## src/rtl/sync_train_pkg.sv

```systemverilog
// Shared definitions for the sync pulse-train controller: state encoding and
// default widths used by the controller and its timing counter.
package sync_train_pkg;

  localparam int DEF_CNT_BITS = 16;
  localparam int DEF_NUM_BITS = 8;

  typedef enum logic [1:0] {
    ST_IDLE  = 2'd0,
    ST_DELAY = 2'd1,
    ST_PULSE = 2'd2,
    ST_GAP   = 2'd3
  } sync_state_e;

endpackage

```

## src/rtl/sync_down_counter.sv

```systemverilog
// Loadable down-counter used to time the delay, pulse-low and gap phases.
// A phase lasting N cycles is loaded with N-1; the zero flag marks its last cycle.
module sync_down_counter
  import sync_train_pkg::*;
#(
  parameter int CNT_BITS = DEF_CNT_BITS
) (
  input  logic                clock,
  input  logic                reset_n,
  input  logic                load,
  input  logic [CNT_BITS-1:0] load_val,
  input  logic                dec,
  output logic                zero
);

  logic [CNT_BITS-1:0] cnt;

  // Load has priority over decrement; the count never wraps below zero.
  always_ff @(posedge clock) begin
    if (!reset_n) begin
      cnt <= '0;
    end else if (load) begin
      cnt <= load_val;
    end else if (dec && (cnt != '0)) begin
      cnt <= cnt - CNT_BITS'(1);
    end
  end

  assign zero = (cnt == '0);

endmodule

```

## src/rtl/sync_train_ctrl.sv

```systemverilog
// Active-low sync pulse-train generator: after an accepted start edge it waits
// cfg_delay cycles, then emits cfg_num low pulses of cfg_width cycles spaced
// cfg_period cycles apart (falling edge to falling edge).
//
//   state    | meaning
//   ---------+-----------------------------------------------------
//   ST_IDLE  | waiting for a start edge, sync_out high
//   ST_DELAY | counting the delay before the first pulse
//   ST_PULSE | sync_out low for the latched width
//   ST_GAP   | sync_out high for the remainder of the period
module sync_train_ctrl
  import sync_train_pkg::*;
#(
  parameter int CNT_BITS = DEF_CNT_BITS,
  parameter int NUM_BITS = DEF_NUM_BITS
) (
  input  logic                clock,
  input  logic                reset_n,
  input  logic                start,
  input  logic                abort,
  input  logic [CNT_BITS-1:0] cfg_delay,
  input  logic [CNT_BITS-1:0] cfg_width,
  input  logic [CNT_BITS-1:0] cfg_period,
  input  logic [NUM_BITS-1:0] cfg_num,
  output logic                sync_out,
  output logic                busy,
  output logic                done,
  output logic                aborted,
  output logic                cfg_err,
  output logic [NUM_BITS-1:0] pulse_cnt
);

  sync_state_e         state, state_nxt;
  logic                start_q;
  logic [CNT_BITS-1:0] width_q, period_q;
  logic [NUM_BITS-1:0] num_q;

  logic                start_edge, cfg_bad;
  logic [CNT_BITS-1:0] gap_m1;
  logic [NUM_BITS-1:0] pc_plus1;

  logic                cnt_load, cnt_dec, cnt_zero;
  logic [CNT_BITS-1:0] cnt_val;
  logic                latch_cfg, pc_clr, pc_inc;
  logic                done_nxt, aborted_nxt, err_nxt;

  assign start_edge = start && !start_q;
  assign cfg_bad    = (cfg_num == '0) || (cfg_width == '0) || (cfg_period <= cfg_width);
  // Period is strictly greater than width once accepted, so this never underflows.
  assign gap_m1     = period_q - width_q - CNT_BITS'(1);
  assign pc_plus1   = pulse_cnt + NUM_BITS'(1);
  assign busy       = (state != ST_IDLE);

  sync_down_counter #(
    .CNT_BITS (CNT_BITS)
  ) u_timer (
    .clock    (clock),
    .reset_n  (reset_n),
    .load     (cnt_load),
    .load_val (cnt_val),
    .dec      (cnt_dec),
    .zero     (cnt_zero)
  );

  // Next-state, timer control and strobe decisions; abort overrides everything outside IDLE.
  always_comb begin
    state_nxt   = state;
    cnt_load    = 1'b0;
    cnt_val     = '0;
    cnt_dec     = 1'b0;
    latch_cfg   = 1'b0;
    pc_clr      = 1'b0;
    pc_inc      = 1'b0;
    done_nxt    = 1'b0;
    aborted_nxt = 1'b0;
    err_nxt     = 1'b0;

    case (state)
      ST_IDLE: begin
        if (start_edge && !abort) begin
          if (cfg_bad) begin
            err_nxt = 1'b1;
          end else begin
            latch_cfg = 1'b1;
            pc_clr    = 1'b1;
            cnt_load  = 1'b1;
            if (cfg_delay == '0) begin
              state_nxt = ST_PULSE;
              cnt_val   = cfg_width - CNT_BITS'(1);
            end else begin
              state_nxt = ST_DELAY;
              cnt_val   = cfg_delay - CNT_BITS'(1);
            end
          end
        end
      end
      ST_DELAY, ST_GAP: begin
        if (cnt_zero) begin
          state_nxt = ST_PULSE;
          cnt_load  = 1'b1;
          cnt_val   = width_q - CNT_BITS'(1);
        end else begin
          cnt_dec = 1'b1;
        end
      end
      ST_PULSE: begin
        if (cnt_zero) begin
          pc_inc = 1'b1;
          if (pc_plus1 == num_q) begin
            state_nxt = ST_IDLE;
            done_nxt  = 1'b1;
          end else begin
            state_nxt = ST_GAP;
            cnt_load  = 1'b1;
            cnt_val   = gap_m1;
          end
        end else begin
          cnt_dec = 1'b1;
        end
      end
      default: begin
        state_nxt = ST_IDLE;
      end
    endcase

    // A pulse cut short by abort does not count as completed.
    if ((state != ST_IDLE) && abort) begin
      state_nxt   = ST_IDLE;
      cnt_load    = 1'b0;
      cnt_dec     = 1'b0;
      pc_inc      = 1'b0;
      done_nxt    = 1'b1;
      aborted_nxt = 1'b1;
    end
  end

  // State, edge detector, latched configuration and registered outputs.
  always_ff @(posedge clock) begin
    if (!reset_n) begin
      state     <= ST_IDLE;
      start_q   <= 1'b1;
      width_q   <= '0;
      period_q  <= '0;
      num_q     <= '0;
      sync_out  <= 1'b1;
      done      <= 1'b0;
      aborted   <= 1'b0;
      cfg_err   <= 1'b0;
      pulse_cnt <= '0;
    end else begin
      state    <= state_nxt;
      start_q  <= start;
      sync_out <= (state_nxt != ST_PULSE);
      done     <= done_nxt;
      aborted  <= aborted_nxt;
      cfg_err  <= err_nxt;
      if (latch_cfg) begin
        width_q  <= cfg_width;
        period_q <= cfg_period;
        num_q    <= cfg_num;
      end
      if (pc_clr) begin
        pulse_cnt <= '0;
      end else if (pc_inc) begin
        pulse_cnt <= pc_plus1;
      end
    end
  end

endmodule

```

## config.mk

```make
export PLATFORM = sky130hd
export DESIGN_NAME = sync_train_ctrl
export DESIGN_NICKNAME = d
export VERILOG_FILES = /design/src/rtl/sync_train_pkg.sv /design/src/rtl/sync_down_counter.sv /design/src/rtl/sync_train_ctrl.sv
export SDC_FILE = /design/constraint.sdc
export NUM_CORES = 1
export LEC_CHECK = 0
export ABC_AREA = 1
export CAP_MARGIN = 5
export CORE_MARGIN = 5
export CORE_UTILIZATION = 45
export DETAILED_ROUTE_END_ITERATION = 10
export GPL_ROUTABILITY_DRIVEN = 1
export PLACE_DENSITY = 0.65
export SKIP_CTS_REPAIR_TIMING = 1
export SYNTH_ARGS = -nofsm -noshare
export SYNTH_HDL_FRONTEND = slang
export SYNTH_HIERARCHICAL = 1
export SYNTH_SLANG_ARGS = --single-unit
```

## constraint.sdc

```tcl
create_clock -name clock -period 8.8 [get_ports clock]
set_input_delay 1.76 -clock clock [delete_from_list [all_inputs] [get_ports clock]]
set_output_delay 1.76 -clock clock [all_outputs]
set_load 0.02 [all_outputs]
```

==> qor.csv <==
stage,metric,value,unit
final_layout,ratio of cells with drive above 1 in the final layout,5.64,%
placement,DP Area,6930,um^2
clock_tree,CTS tree,built,
timing,Tcrit/Tclk final,62.2,%
power,Flop pwr share,25.2,%
floorplan,die height,127,um
timing,Worst slew margin,30.5,%
floorplan,Core ar.,13300,um^2
synthesis,register area share after synthesis,23.2,%
synthesis,Async SR Flop Fraction,0,%
synthesis,top post-synthesis cells by area,"dfxtp_1 23%, nand2_1 19%, nor2_1 8.7%, inv_1 8.1%, ha_1 7.2%",
synthesis,"top cells by count, synth","314 x nand2_1, 141 x nor2_1, 132 x inv_1",
final_layout,P&R area growth vs syn,17.9,%
power,LEAKAGE,3.30,nW
synthesis,Synth top area share,23.2,%
timing,hold_ws,474,ps
synthesis,Mapped Cells,1029,
clock_tree,CTS H-tree depth,3,
route,WL per Instance,13.5,um
critical_path,CP Class,in -> reg,
power,Worst VDD drop,0.146,mV
final_layout,Post-layout nets,1190,
floorplan,Ports,73,
grt,Total GRT Usage,21.6,%
placement,Placed Cells,1259,
clock_tree,Clock Pin Slew Worst Setup and Hold Paths,60,ps
power,Int Power,0.864,mW
timing,Final Max Slew Viols,0,
grt,global-route wire length before repair,28500,um
critical_path,slowest CP cell,clkinv_1,
critical_path,CP dominant cell by count,nand2_1,
timing,Setup Skew,8.86,ps
outcome,outcome,"complete, no violations",
route,drt drc,0,
timing,max frequency,183,MHz
timing,crit path time final,5480,ps
power,Pwr Density,222,nW/um^2
power,Comb pwr share,53.1,%
final_layout,n_diodes,0,
final_layout,final cell count without fillers,1275,
route,Pre-Repair DR Iteration Count,5,
critical_path,CP required,9040,ps
critical_path,CP max FO,45,
synthesis,Synthesized Nets,1125,
clock_tree,Clock Path Buffers,2,
synthesis,Synth area leader,dfxtp_1,
floorplan,die span in x,127,um
synthesis,Synth Warn #,6,
floorplan,die area,16000,um^2
route,Total Wirelength,17200,um
timing,final setup margin,3320,ps
critical_path,crit end category,flip-flop,
clock_tree,clock latency on the worst-skew pair,350,ps
placement,dpl ws,3000,ps
critical_path,Crit path arrival time,5710,ps
floorplan,initial cell density of the core,46.0,%
synthesis,Post-synth EDFFs,0,
route,Final ANT Viol Nets,0,
route,Vias,6381,
timing,setup_tns,0,ps
clock_tree,clock sink count,71,
job,max-cap violations,0,
placement,Post-DP HPWL,13900,um
floorplan,Site Rows,42,
clock_tree,Clock Tree Root,clkbuf_16,
power,Psw,0.739,mW
grt,initial antenna violation count,0,
route,initial DRC count,470,
timing,Worst-Margin Slew,1040,ps
final_layout,fill count,1411,
timing,count of final setup violators,0,
synthesis,count of different cell masters after synthesis,40,
clock_tree,number of buffers created by CTS,9,
synthesis,most common cell in the netlist,nand2_1,
placement,GPL Wtd Cong,0.926,
final_layout,post-route design area,7210,um^2
timing,RSZ-0062 raised after global routing,no,
synthesis,syn avg cell area,5.94,um^2
power,proportion of power drawn by the clock network,21.7,%
power,switching share of power,46.1,%
critical_path,CP cell instances,clkdlybuf4s50_1 > inv_1 > ha_1 > nand2_1 > nor2_1 > nand2_1 > nand2_1 > nand2_1 > nand2_1 > nand2_2 > nor2_1 > nand2_2 > buf_4 > nand3_1 > nand2_1 > inv_1 > clkinv_1 > nand2_4 > inv_2 > nor2_1 > nor2_1,
synthesis,synthesized area,6120,um^2
grt,total grt overflow,0,
synthesis,Synth Register Bits,71,
min_path,Hold WC Path Type,reg -> reg,
placement,number of port buffers,72,
synthesis,most used flip-flop cell after synthesis,dfxtp_1,
route,Vias/cell,5.00,
critical_path,Startpoint Class,primary input,
grt,number of global-route vias before repair,5900,
critical_path,CP max stage delay,670,ps
grt,largest net degree at the start of global routing,46,
timing,final hold vios,0,
-- layout by cell type, fill, tap and decap left out, types with 4 or more instances in the layout --
cell	instances
a21o_1	6
dfxtp_1	71
clkinvlp_4	4
xor2_1	11
nand3_1	86
clkdlybuf4s50_1	72
ha_1	35
nor2_2	8
buf_4	4
o21bai_1	7
inv_1	132
o21ai_0	30
nor2_1	141
nand2_2	8
nand2_4	5
nand2_1	314
clkbuf_16	9
o211ai_1	5
o21ai_1	8
nand4_1	19
nand3_2	5
a21oi_1	73
xnor2_1	8
nand3b_1	6
-- power groups by stage --
stage	Clock [mW]	Sequential, mW	Combinational, mW
after CTS	0.353	0.404	0.848
final	0.348	0.404	0.851
after detailed placement	0	0.411	0.843
after floorplan	0	0.405	0.651
after global placement	0	0.410	0.839
after global routing	0.368	0.411	0.987
-- stage by stage --
| step | power (mW) | utilization [%] |
|---|---|---|
| after global placement | 1.25 | 52.1 |
| after CTS | 1.61 | 54.3 |
| after detailed placement | 1.25 | 52.1 |
| after floorplan | 1.06 | - |
| final | 1.60 | 54.3 |
| after global routing | 1.77 | 54.3 |
-- routing by layer --
| metal | routed length [um] | GRT usage (%) | up-vias | share of wire [%] |
|---|---|---|---|---|
| met5 | 0 | 0 | - | 0 |
| met4 | 306 | 7.89 | 0 | 1.8 |
| met3 | 771 | 2.90 | 18 | 4.5 |
| met2 | 7260 | 31.9 | 137 | 42 |
| met1 | 8870 | 32.0 | 2811 | 52 |
| li1 | - | - | 3415 | - |
-- flip-flops by register name, indices dropped and copies added, names as in the netlist --
register	flops
num_q	8
u_timer/cnt	16
pulse_cnt	8
aborted	1
width_q	16
state	2
period_q	16
cfg_err	1
start_q	1
done	1
sync_out	1
-- path summary, 6_finish.rpt --
check,slack (ps),endpoint,cells past startpoint,startpoint
min reg2reg,470,period_q[2],2,period_q[2]
max reg2reg,4600,u_timer/cnt[7],17,u_timer/cnt[0]
max,3320,u_timer/cnt[7],21,cfg_width[7]
min,470,period_q[2],2,period_q[2]
-- layout make-up --
class	count	area [um^2]	area share, %
clock buffers	10	239	3.31
clock inverters	6	43.8	0.607
inverters	138	518	7.18
multi-input cells	798	4020	55.7
flip-flops and latches	71	1420	19.7
well taps	176	220	3.05
repair buffers	76	751	10.4
-- critical path: cells and delay by family --
| kind | cells | cell delay, ps |
|---|---|---|
| simple gates | 14 | 1690 |
| buf+inv | 6 | 1920 |
| fa+ha+maj | 1 | 290 |
-- cells by family after synthesis --
family	share of synthesized area, %
AO/OA/AOI/OAI	12.0
AND/OR/NAND/NOR	43.5
buffers and inverters	11.0
adder cells (fa/ha/maj)	7.49
XOR/XNOR	2.72
flip-flops	23.2
Note: power is estimated with default switching activity, not from simulation.
